**config.mk**
```make
export PLATFORM = sky130hd
export DESIGN_NAME = seg_scan_ctrl
export DESIGN_NICKNAME = d
export VERILOG_FILES = /design/src/rtl/seg_pkg.sv /design/src/rtl/seg_hex_decode.sv /design/src/rtl/seg_scan_ctrl.sv
export SDC_FILE = /design/constraint.sdc
export NUM_CORES = 1
export LEC_CHECK = 0
export BUFFER_PORTS_ARGS = -buffer_cell sky130_fd_sc_hd__buf_2
export CORE_MARGIN = 5
export CORE_UTILIZATION = 45
export CTS_BUF_LIST = sky130_fd_sc_hd__clkbuf_4
export DETAILED_ROUTE_END_ITERATION = 8
export PLACE_DENSITY = 0.66
export SLEW_MARGIN = 10
export SYNTH_ARGS = -nofsm -noshare
export SYNTH_HDL_FRONTEND = slang
export SYNTH_SLANG_ARGS = --single-unit
```
**constraint.sdc**
```tcl
create_clock -name clk -period 5.5 [get_ports clk]
set_input_delay 0 -clock clk [delete_from_list [all_inputs] [get_ports clk]]
set_output_delay 0 -clock clk [all_outputs]
set_load 0.05 [all_outputs]
```
**src/rtl/seg_pkg.sv**
```systemverilog
// -----------------------------------------------------------------------------
// seg_pkg
// Shared definitions for the 4-digit multiplexed 7-segment scan controller:
//   SEG_BLANK     - all cathodes off (active-low, dp included)
//   AN_OFF        - all anodes off (active-low)
//   scan_state_e  - per-slot FSM states (anodes-off guard, then digit shown)
//   HEX_SEG_TABLE - active-low g..a patterns for hex nibbles 0..F
// No ports (package).
// -----------------------------------------------------------------------------
package seg_pkg;

    localparam logic [7:0] SEG_BLANK = 8'hFF;
    localparam logic [3:0] AN_OFF    = 4'b1111;

    typedef enum logic {
        ST_GUARD = 1'b0,
        ST_SHOW  = 1'b1
    } scan_state_e;

    // Packed so that HEX_SEG_TABLE[n] is the pattern for nibble n; the
    // concatenation therefore lists F first and 0 last.
    localparam logic [15:0][6:0] HEX_SEG_TABLE = {
        7'h0E,  // F
        7'h06,  // E
        7'h21,  // d
        7'h46,  // C
        7'h03,  // b
        7'h08,  // A
        7'h10,  // 9
        7'h00,  // 8
        7'h78,  // 7
        7'h02,  // 6
        7'h12,  // 5
        7'h19,  // 4
        7'h30,  // 3
        7'h24,  // 2
        7'h79,  // 1
        7'h40   // 0
    };

endpackage

```
**src/rtl/seg_hex_decode.sv**
```systemverilog
// -----------------------------------------------------------------------------
// seg_hex_decode
// Purely combinational hex-nibble to 7-segment decoder (active-low g..a).
// Ports:
//   nib_i  [3:0]  hex nibble to display
//   seg_o  [6:0]  active-low cathodes, [6] = g ... [0] = a
// -----------------------------------------------------------------------------
module seg_hex_decode
    import seg_pkg::*;
(
    input  logic [3:0] nib_i,
    output logic [6:0] seg_o
);

    assign seg_o = HEX_SEG_TABLE[nib_i];

endmodule

```
**src/rtl/seg_scan_ctrl.sv**
```systemverilog
// -----------------------------------------------------------------------------
// seg_scan_ctrl
// Time-multiplexed scan controller for a 4-digit common-anode 7-segment
// display. Each digit slot lasts REFRESH_DIV clocks: GUARD clocks with every
// anode off (prevents ghosting between digits), then the digit is shown for
// the rest of the slot. Inputs are sampled once per slot at the end of the
// guard phase and held for the whole show phase.
//
// Optional feature: define SEG_SCAN_BLINK_EN to add the blink_mask port and
// a frame counter that toggles a blink phase every BLINK_FRAMES frames; while
// the phase is 1, digits selected by blink_mask are kept dark.
//
// Parameters:
//   REFRESH_DIV   clocks per digit slot
//   GUARD         anodes-off clocks at the start of each slot (1..REFRESH_DIV-2)
//   BLINK_FRAMES  frames per blink phase (blink build only)
// Ports:
//   clk          system clock
//   rst          synchronous active-high reset
//   digits       [15:0] four hex nibbles, [3:0] = digit 0 (rightmost)
//   dp_mask      [3:0] decimal point enable per digit
//   blank_mask   [3:0] keep digit dark
//   blink_mask   [3:0] blink digit (SEG_SCAN_BLINK_EN only)
//   seg          [7:0] active-low cathodes, [6:0] = g..a, [7] = dp (registered)
//   an           [3:0] active-low anodes, bit i = digit i (registered)
//   frame_start  one-cycle pulse on the first show cycle of digit 0 (registered)
// -----------------------------------------------------------------------------
module seg_scan_ctrl
    import seg_pkg::*;
#(
    parameter int unsigned REFRESH_DIV  = 100000,
    parameter int unsigned GUARD        = 2,
    parameter int unsigned BLINK_FRAMES = 125
) (
    input  logic        clk,
    input  logic        rst,
    input  logic [15:0] digits,
    input  logic [3:0]  dp_mask,
    input  logic [3:0]  blank_mask,
`ifdef SEG_SCAN_BLINK_EN
    input  logic [3:0]  blink_mask,
`endif
    output logic [7:0]  seg,
    output logic [3:0]  an,
    output logic        frame_start
);

    localparam int unsigned CNT_W = $clog2(REFRESH_DIV);
    localparam logic [CNT_W-1:0] GUARD_LAST = CNT_W'(GUARD - 1);
    localparam logic [CNT_W-1:0] SLOT_LAST  = CNT_W'(REFRESH_DIV - 1);

    // Elaboration-time sanity check of the parameter set.
    if (GUARD < 1 || GUARD > REFRESH_DIV - 2 || BLINK_FRAMES < 1) begin : g_bad_params
        $error("seg_scan_ctrl: illegal REFRESH_DIV/GUARD/BLINK_FRAMES combination");
    end

    scan_state_e        state_q;
    logic [CNT_W-1:0]   cnt_q;
    logic [1:0]         idx_q;
    logic [7:0]         seg_q;
    logic [3:0]         an_q;
    logic               frame_start_q;

    logic [3:0]         nib;
    logic [6:0]         seg7;
    logic               show_entry;
    logic               frame_start_d;
    logic               dark;
    logic [7:0]         show_seg_d;
    logic [3:0]         show_an_d;
    logic               blink_dark;

    assign nib = digits[{idx_q, 2'b00} +: 4];

    seg_hex_decode u_dec (
        .nib_i (nib),
        .seg_o (seg7)
    );

    // Last guard cycle: this is where the digit's inputs are captured.
    assign show_entry    = (state_q == ST_GUARD) && (cnt_q == GUARD_LAST);
    assign frame_start_d = show_entry && (idx_q == 2'd0);

`ifdef SEG_SCAN_BLINK_EN
    localparam int unsigned BF_W = $clog2(BLINK_FRAMES + 1);
    localparam logic [BF_W-1:0] BF_LAST = BF_W'(BLINK_FRAMES - 1);

    logic [BF_W-1:0] blink_cnt_q;
    logic            blink_phase_q;

    // Frames are counted at their first show cycle; the phase used for a
    // slot is the one in effect when that slot's inputs are captured.
    always_ff @(posedge clk) begin
        if (rst) begin
            blink_cnt_q   <= '0;
            blink_phase_q <= 1'b0;
        end else if (frame_start_d) begin
            if (blink_cnt_q == BF_LAST) begin
                blink_cnt_q   <= '0;
                blink_phase_q <= ~blink_phase_q;
            end else begin
                blink_cnt_q <= blink_cnt_q + 1'b1;
            end
        end
    end

    assign blink_dark = blink_mask[idx_q] & blink_phase_q;
`else
    assign blink_dark = 1'b0;
`endif

    assign dark       = blank_mask[idx_q] | blink_dark;
    assign show_an_d  = dark ? AN_OFF    : ~(4'b0001 << idx_q);
    assign show_seg_d = dark ? SEG_BLANK : {~dp_mask[idx_q], seg7};

    // Slot sequencer. Outputs are loaded on entry to SHOW and held until the
    // slot ends, so input changes mid-slot cannot reach the pins. Returning
    // to GUARD forces the anodes off before idx moves on, so two anodes are
    // never low together.
    always_ff @(posedge clk) begin
        if (rst) begin
            state_q       <= ST_GUARD;
            cnt_q         <= '0;
            idx_q         <= 2'd0;
            seg_q         <= SEG_BLANK;
            an_q          <= AN_OFF;
            frame_start_q <= 1'b0;
        end else begin
            frame_start_q <= 1'b0;
            case (state_q)
                ST_GUARD: begin
                    cnt_q <= cnt_q + 1'b1;
                    if (show_entry) begin
                        state_q       <= ST_SHOW;
                        seg_q         <= show_seg_d;
                        an_q          <= show_an_d;
                        frame_start_q <= frame_start_d;
                    end
                end
                ST_SHOW: begin
                    if (cnt_q == SLOT_LAST) begin
                        state_q <= ST_GUARD;
                        cnt_q   <= '0;
                        idx_q   <= idx_q + 1'b1;
                        seg_q   <= SEG_BLANK;
                        an_q    <= AN_OFF;
                    end else begin
                        cnt_q <= cnt_q + 1'b1;
                    end
                end
                default: begin
                    state_q <= ST_GUARD;
                    cnt_q   <= '0;
                    seg_q   <= SEG_BLANK;
                    an_q    <= AN_OFF;
                end
            endcase
        end
    end

    assign seg         = seg_q;
    assign an          = an_q;
    assign frame_start = frame_start_q;

endmodule

```
Word level (Yosys, flattened, before mapping) --
Memory sizes are Yosys's and may differ from the RTL's. Index checks and enable logic that the tools add are counted.
Storage, ports and cells: word-level logic and storage cells 45, bits in registers 33, ROM bits 112, output and inout port bits 13, memories kept 1
Cells by class: mux-type cells 18, order comparisons 2, eq/ne operators 4, reduce and logical (&&, ||, !) cells 6, $add $sub $neg 2, shift-type cells 2, bitwise logic cells 4
Memory list:
- (name not given) | depth 16, width 7, read ports 1, clocked after memory_dff 0, write ports 0, RTL line seg_hex_decode.sv:15 | assign seg_o = HEX_SEG_TABLE[nib_i];
Operators by type and width (number):
- 17-bit case mux with 2 select lines | 1
- 8-bit 2-to-1 mux | 3
- 17-bit by 1-bit adder with 17-bit output (second input constant) | 1
- 17-bit by 1-bit equality test with 1-bit output (second input constant) | 1
- 17-bit equality test (second input constant) | 1
- 17-bit 2-to-1 mux | 1
- 8-bit case mux with 2 select lines | 1
- 16-bit by 5-bit variable part select with 4-bit output | 1
- 4-bit 2-to-1 mux | 3
- 4-bit case mux with 2 select lines | 1
- 7-bit 2-to-1 mux | 1
- 4-bit by 5-bit less-than comparator with 1-bit output (second input constant) | 1
- 1-bit binary-select mux with 2-bit select | 2
- 1-bit 2-to-1 mux | 4
- 4-bit NOT | 1
- 2-bit AND reduction | 2
- 1-bit by 2-bit << shifter with 4-bit output (first input constant) | 1
- 2-bit by 3-bit less-than comparator with 1-bit output (second input constant) | 1
- 1-bit NOT | 3
- 3-bit OR reduction | 1
- 2-bit by 1-bit adder with 2-bit output (second input constant) | 1
- 1-bit logical AND | 2
- 2-bit zero test | 1
- 2-bit by 1-bit != test with 1-bit output (second input constant) | 1
- other kinds (2) | 2

Logic depth before layout (Yosys ltp) --
Gate-level depths: netlist (run 1).
depth in word-level cells 6, mapped depth 9

Hierarchy --
From an unflattened synthesis (run 1), not the netlist that was laid out.
Second synthesis, totals: cells, all modules 216, area, all modules 2001.9 um^2
By module, submodules not included:
- seg_scan_ctrl | seq. area each 660.6 um^2, cells an instance 184, area an instance 1726.7 um^2, instances 1
- seg_hex_decode | seq. area each 0.0 um^2, cells an instance 32, area an instance 275.3 um^2, instances 1

Worst setup path before layout (run 1) --
No wires, ideal clock.
path kind flip-flop to flip-flop, from register idx_q[0], to register seg_q[0] (netlist: seg[0]), cell stages (with the launch flop) 7, setup time 131 ps, setup slack 3444 ps, data required time 5369 ps, clock period less this slack 2056 ps, data arrival time 1925 ps, buffers on the path 1, cells stage by stage dfxtp_1 buf_6 mux4_1 ha_1 or3b_1 o211ai_1 a31oi_1
Between the ends: longest elaborated chain between the ends 6
RTL lines:
- from (decl) | RTL line seg_scan_ctrl.sv:59 | logic [1:0] idx_q;
- from (signal assigned) | RTL line seg_scan_ctrl.sv:144 | idx_q <= idx_q + 1'b1;
- 16-bit by 5-bit variable part select with 4-bit output | RTL line seg_scan_ctrl.sv:73 | assign nib = digits[{idx_q, 2'b00} +: 4];
- memory read 16 x 7 bit
- 7-bit 2-to-1 mux (implied by the code) | RTL line seg_hex_decode.sv:15
- 8-bit 2-to-1 mux (*) | RTL line seg_scan_ctrl.sv:114 | assign show_seg_d = dark ? SEG_BLANK : {~dp_mask[idx_q], seg7};
- 8-bit 2-to-1 mux (*) | RTL line seg_scan_ctrl.sv:133 | if (show_entry) begin
- 8-bit case mux with 2 select lines (*) | RTL line seg_scan_ctrl.sv:130 | case (state_q)
- to (signal assigned) | RTL line seg_scan_ctrl.sv:135 | seg_q <= show_seg_d;
- to (decl) | RTL line seg_scan_ctrl.sv:60 | logic [7:0] seg_q;
Mark *: on every way between the ends. The rest lies on a longest branch, timed or not. The select of a mux whose other input is x is not followed. A chain may end at the register's enable or synchronous reset.

Worst setup path after layout (run 1) --
Ends and elaborated chain as after synthesis.

==> results.txt, run 1 <==
Status - completed
Async S/R FF share, synth - 0
Commonest non-fill, non-tap cell in the layout - buf_2
Tightest Pin Transition - 0.841 ns
Nets - 282
Placer congestion estimate - 0.765
DP Wirelength - 3040 um
R2R setup slack - 3.08 ns
RSZ-0062 raised after global routing - false
CP Capture Type - flop
Critical path startpoint - idx_q[0]
Die W - 76.4 um
CTS max path bufs - 2
Resized Gates After CTS - 0
Hold Crit Class - input pin to flop
# setup viols final - 0
Largest family of logic cells by synthesized area - simple AND/OR/NAND/NOR gates
Initial antenna violation count - 0
Hold_sp - rst
Via density - 5.42
Synth Register Bits - 33
Row count - 24
Post-synthesis sequential area ratio - 0.333
Initial DRC Count - 70
CTS tree - yes
DR DRC count - 0
Setup Crit Path Kind - flop to flop
Post-Place Cell Area - 0.00215 mm^2
Number of synthesized flops with an enable pin - 0
Final worst-path cycle share - 0.440
CTS Buf Count - 5
Total wire length - 4030 um
Final Core Density - 0.516
CP Max Fanout - 12
Root buffer cell - clkbuf_4
Total global routing overflow - 0
Critical path arrival - 2.69 ns
WL/cell - 13.6 um
Fmax - 413 MHz
Largest net degree at the start of global routing - 25
Setup TNS Final - 0 ns
Leak pwr - 0.955 nW
GRT met1 Usage - 0.178
Core Area - 0.00432 mm^2
CTS Sinks - 33
GRT Overall Usage - 0.141
Max Slew Vio Count - 0
Initial Utilization - 0.459
Post-synthesis average cell area - 9.37 um^2
Post-Layout Inst Area - 0.00223 mm^2
I/O Buffers - 38
Post-CTS Setup Inserts - 0
H-tree Lvls - 2
Syn-to-layout area delta - 12.4%
Met2 usage in global routing - 0.227
Reg-to-Reg Start - idx_q[0]
Post-synthesis compound-gate area fraction - 0.0907
Relative slew slack - 0.439
Yosys Warn Count - 0
Distinct cell type count after synthesis - 46
Skew-Pair Late Insertion Delay - 0.33 ns
Layout cells sized above 1 - 0.229
TritonRoute pass-1 iters - 4
Max Cap Viol - 0
Routed Antenna Nets - 0
WHS - 0.0398 ns
First-pass GRT wire length - 6910 um
Most frequent cells in the layout - buf_2 (38), nor2_1 (34), dfxtp_1 (33), nand2_1 (14), xor2_1 (13)
Boundary Pins - 39
Cell count after synthesis - 212
Grt peak-use layer - met2
Mux contribution to synthesized area - 0.124
Clk slew on worst S/H paths - 0.11 ns
Die ar. - 0.00584 mm^2
Hold_buf cts - 0
Power density cells - 227 mW/mm^2
Antenna Cells - 0
Simple-gate share of the synthesized area - 0.241
Via Count - 1610
Max IR drop VDD - 0.156 mV
Critical Path RT - 5.77 ns
Post-synth top flop - dfxtp_1
Syn Std Cell Area - 0.00199 mm^2
Met3 usage - 0.0449
Min Tclk post-route - 2.42 ns
Critical path launch point type - flop
Net count after synthesis - 250
Post-synthesis xor/xnor area fraction - 0.0794
Die Height - 76.4 um
Worst Skew - 0.00761 ns
Vias in the first global route - 1480
Adder-Cell Fraction of Synth Area - 0.0756
Final-report hold violation count - 0
## report_power, final
part | leakage (nW) | switching (mW) | internal [mW]
logic | 0.644 | 0.0472 | 0.0287
clock network | 0.0433 | 0.0819 | 0.0995
registers | 0.268 | 0.00493 | 0.246
total | 0.955 | 0.134 | 0.374
## synthesized netlist by cell type (2+ instances only)
cell	number	area share
a31oi_1	2	0.0063
and2_1	2	0.0063
and3_1	9	0.028
and4_1	4	0.018
buf_2	3	0.0076
buf_4	3	0.011
buf_6	3	0.017
clkbuf_1	3	0.0057
dfxtp_1	33	0.33
ha_1	12	0.076
inv_1	7	0.013
mux2_2	3	0.017
mux2i_1	5	0.025
mux4_1	3	0.040
mux4_2	3	0.034
nand2_1	14	0.026
nand2b_1	2	0.0063
nand3_1	4	0.010
nand4_1	8	0.025
nor2_1	34	0.064
nor3_1	6	0.015
o2111ai_1	2	0.0088
o211ai_1	3	0.011
o21ai_0	2	0.0050
o21bai_1	5	0.019
xnor2_1	5	0.022
xor2_1	13	0.057
## path summary, 6_finish.rpt
| path | to | cells after the start |
|---|---|---|
| worst max-delay path | seg[0] | 7 |
| worst min-delay path | idx_q[0] | 2 |
| worst max register to register | seg[0] | 7 |
| worst min register to register | cnt_q[0] | 1 |
## critical path: stages (launching register included)
cell and delay, ns:
dfxtp_1 0.68, mux4_1 0.72, inv_1 0.16, ha_1 0.28
nor2_1 0.06, a22oi_1 0.18, o211ai_1 0.10, a31oi_1 0.16
## routing by layer
layer / up-vias / part of all wire
met2: 40 / 0.48
li1: 819 / -
met5: - / 0
met4: 0 / 0.015
met1: 743 / 0.44
met3: 8 / 0.058
## registers in the layout, indices dropped and copies added (netlist names)
| name | flops |
|---|---|
| frame_start | 1 |
| state_q | 1 |
| seg | 8 |
| an | 4 |
| cnt_q | 17 |
| idx_q | 2 |
## metrics by stage
step	instances	power (mW)	worst slack (ns)
after floorplan	212	0.313	3.44
after global placement	289	0.332	3.12
after detailed placement	289	0.331	3.07
after CTS	297	0.513	3.07
after global routing	297	0.536	2.78
final	297	0.508	3.08
## layout make-up
cell class | instances | area, um^2
fillers | 425 | 2090
multi-input cells | 159 | 1210
flip-flops and latches | 33 | 661
repair buffers | 38 | 190
well taps | 52 | 65.1
clock buffers | 6 | 45.0
clock inverters | 2 | 33.8
inverters | 7 | 26.3
## cell families (layout without fill, tap and decap cells)
logic type	Yosys count	in the layout
AO/OA/AOI/OAI	23	23
XOR/XNOR	18	18
adder cells (fa/ha/maj)	12	12
buffers and inverters	20	53
flip-flops	33	33
multiplexers	15	15
AND/OR/NAND/NOR	91	91
Note: power is estimated with default switching activity, not from simulation.
==> run 2, diff against run 1 <==
==> constraint.sdc (replaced) <==
create_clock -name clk -period 2.3 [get_ports clk]
set_input_delay 0 -clock clk [delete_from_list [all_inputs] [get_ports clk]]
set_output_delay 0 -clock clk [all_outputs]
set_load 0.05 [all_outputs]
==> run 2 against run 1 <==
Die area unchanged. Wire length is 2.9% higher. Worst setup slack got worse by 2.8 ns. Register-to-register slack got worse by 2.8 ns. Worst hold slack lost 0.024 ns. Flip-flop and latch count is the same. Sequential share of layout area fell by 0.18 points. Critical endpoint unchanged. Clock power increased by 81%. Sequential power increased by 140%. Power increased by 120%. Largest power group unchanged. Final cell count increased by 1.7%. Design area up 0.62%.
==> results.txt, run 2 (synthesis results as in run 1) <==
Core Area - 0.00432 mm^2
CTS Buf Count - 5
Initial DRC Count - 85
Setup TNS Final - 0 ns
Critical Path Stages - 7
Most frequent cells in the layout - buf_2 (38), nor2_1 (34), dfxtp_1 (33), nand2_1 (14), xor2_1 (13)
Critical Path RT - 2.59 ns
First-pass GRT wire length - 7110 um
Hold_buf cts - 0
Max incr delay on CP - 0.65 ns
Final-report hold violation count - 0
Placer congestion estimate - 0.819
Max FFs per register - 17
Resized Gates After CTS - 0
WL/cell - 13.7 um
Critical path arrival - 2.34 ns
Post-CTS Setup Inserts - 0
CTS tree - yes
Power Total - 1.11 mW
Leak pwr - 0.973 nW
Status - completed
CP Max Fanout - 6
Setup Crit Path Kind - flop to flop
Crit-path leading delay family - multiplexers
Initial antenna violation count - 0
Commonest non-fill, non-tap cell in the layout - buf_2
Boundary Pins - 39
H-tree Lvls - 2
Die W - 76.4 um
Total wire length - 4140 um
Hold Crit Class - input pin to flop
Nets - 287
Largest net degree at the start of global routing - 25
Die Height - 76.4 um
RSZ-0062 raised after global routing - false
Max Cap Viol - 0
Layout cells sized above 1 - 0.248
Max Slew Vio Count - 0
R2R setup slack - 0.25 ns
Total global routing overflow - 0
Via density - 5.37
I/O Buffers - 38
# setup viols final - 0
Power density cells - 495 mW/mm^2
Antenna Cells - 0
Buf/Inv on CP - 1
Relative slew slack - 0.702
Most flops, register - cnt_q
Final worst-path cycle share - 0.891
Max IR drop VDD - 0.359 mV
CTS max path bufs - 2
Die ar. - 0.00584 mm^2
CP Capture Type - flop
Critical path launch point type - flop
Row count - 24
DP Wirelength - 3130 um
Routed Antenna Nets - 0
Via Count - 1621
DR DRC count - 0
Vias in the first global route - 1567
Tightest Pin Transition - 0.444 ns
Final Core Density - 0.519
Skew-Pair Late Insertion Delay - 0.35 ns
Fmax - 488 MHz
R2R depth - 7
Worst Skew - 0.0129 ns
Syn-to-layout area delta - 13.1%
Crit-path slowest cell - mux4_1
TritonRoute pass-1 iters - 4
Initial Utilization - 0.459
GRT Overall Usage - 0.146
Min Tclk post-route - 2.05 ns
CTS Sinks - 33
Critical-path cell list - mux4_1 > inv_1 > ha_1 > nor2_1 > a22oi_1 > o211ai_1 > a31oi_1
WHS Path Cells - 2
Clk slew on worst S/H paths - 0.11 ns
Root buffer cell - clkbuf_4
[run 2: cell count changes in the layout (fill, tap and decap cells not counted)]
cell / before / now
clkinv_2: 0 / 2
buf_4: 0 / 5
bufinv_16: 1 / 0
clkinv_1: 1 / 0
[run 2: layer usage]
layer | up-vias | wire, um | track usage
met5 | - | 0 | 0
met4 | 0 | 76 | 0.0699
met3 | 9 | 225 | 0.0485
met2 | 33 | 1980 | 0.228
met1 | 757 | 1870 | 0.180
li1 | 822 | - | -
[run 2: worst register-to-register path, delay by kind of cell, from the launching register on]
kind / cells / cell delay, ns
buffers and inverters: 1 / 0.16
AOI/OAI and AO/OA: 3 / 0.45
muxes: 1 / 0.65
adders and majority gates: 1 / 0.28
and+or+nand+nor: 1 / 0.06
DFF: 1 / 0.39
[run 2: final timing paths]
path	endpoint	start
worst max-delay path	seg[0]	idx_q[0]
worst min-delay path	idx_q[1]	rst
worst max register to register	seg[0]	idx_q[0]
worst min register to register	cnt_q[0]	cnt_q[0]
[run 2: area by class of cell]
class                      count  area [um^2]
fill                         424         2080
multi-input combinational    159         1210
sequential                    33          661
timing repair buffer          43          228
tap                           52         65.1
clock buffer                   6         45.0
inverter                       7         26.3
clock inverter                 2         10.0
[run 2: power by group]
part / total [mW] / switching (mW) / internal [mW]
clock network: 0.328 / 0.200 / 0.128
registers: 0.599 / 0.0121 / 0.587
logic: 0.184 / 0.112 / 0.0720
total: 1.11 / 0.324 / 0.787
[run 2: through the flow]
step | instance area, um^2 | setup WS [ns] | hold WS, ns | instances
after floorplan | 1990 | 0.244 | 0.427 | 212
after detailed placement | 2190 | 0.277 | 0.381 | 294
after global placement | 2190 | 0.328 | 0.380 | 294
after CTS | 2250 | 0.251 | 0.00756 | 302
after global routing | 2250 | 0.0490 | 0.0261 | 302
final | 2250 | 0.250 | 0.0160 | 302
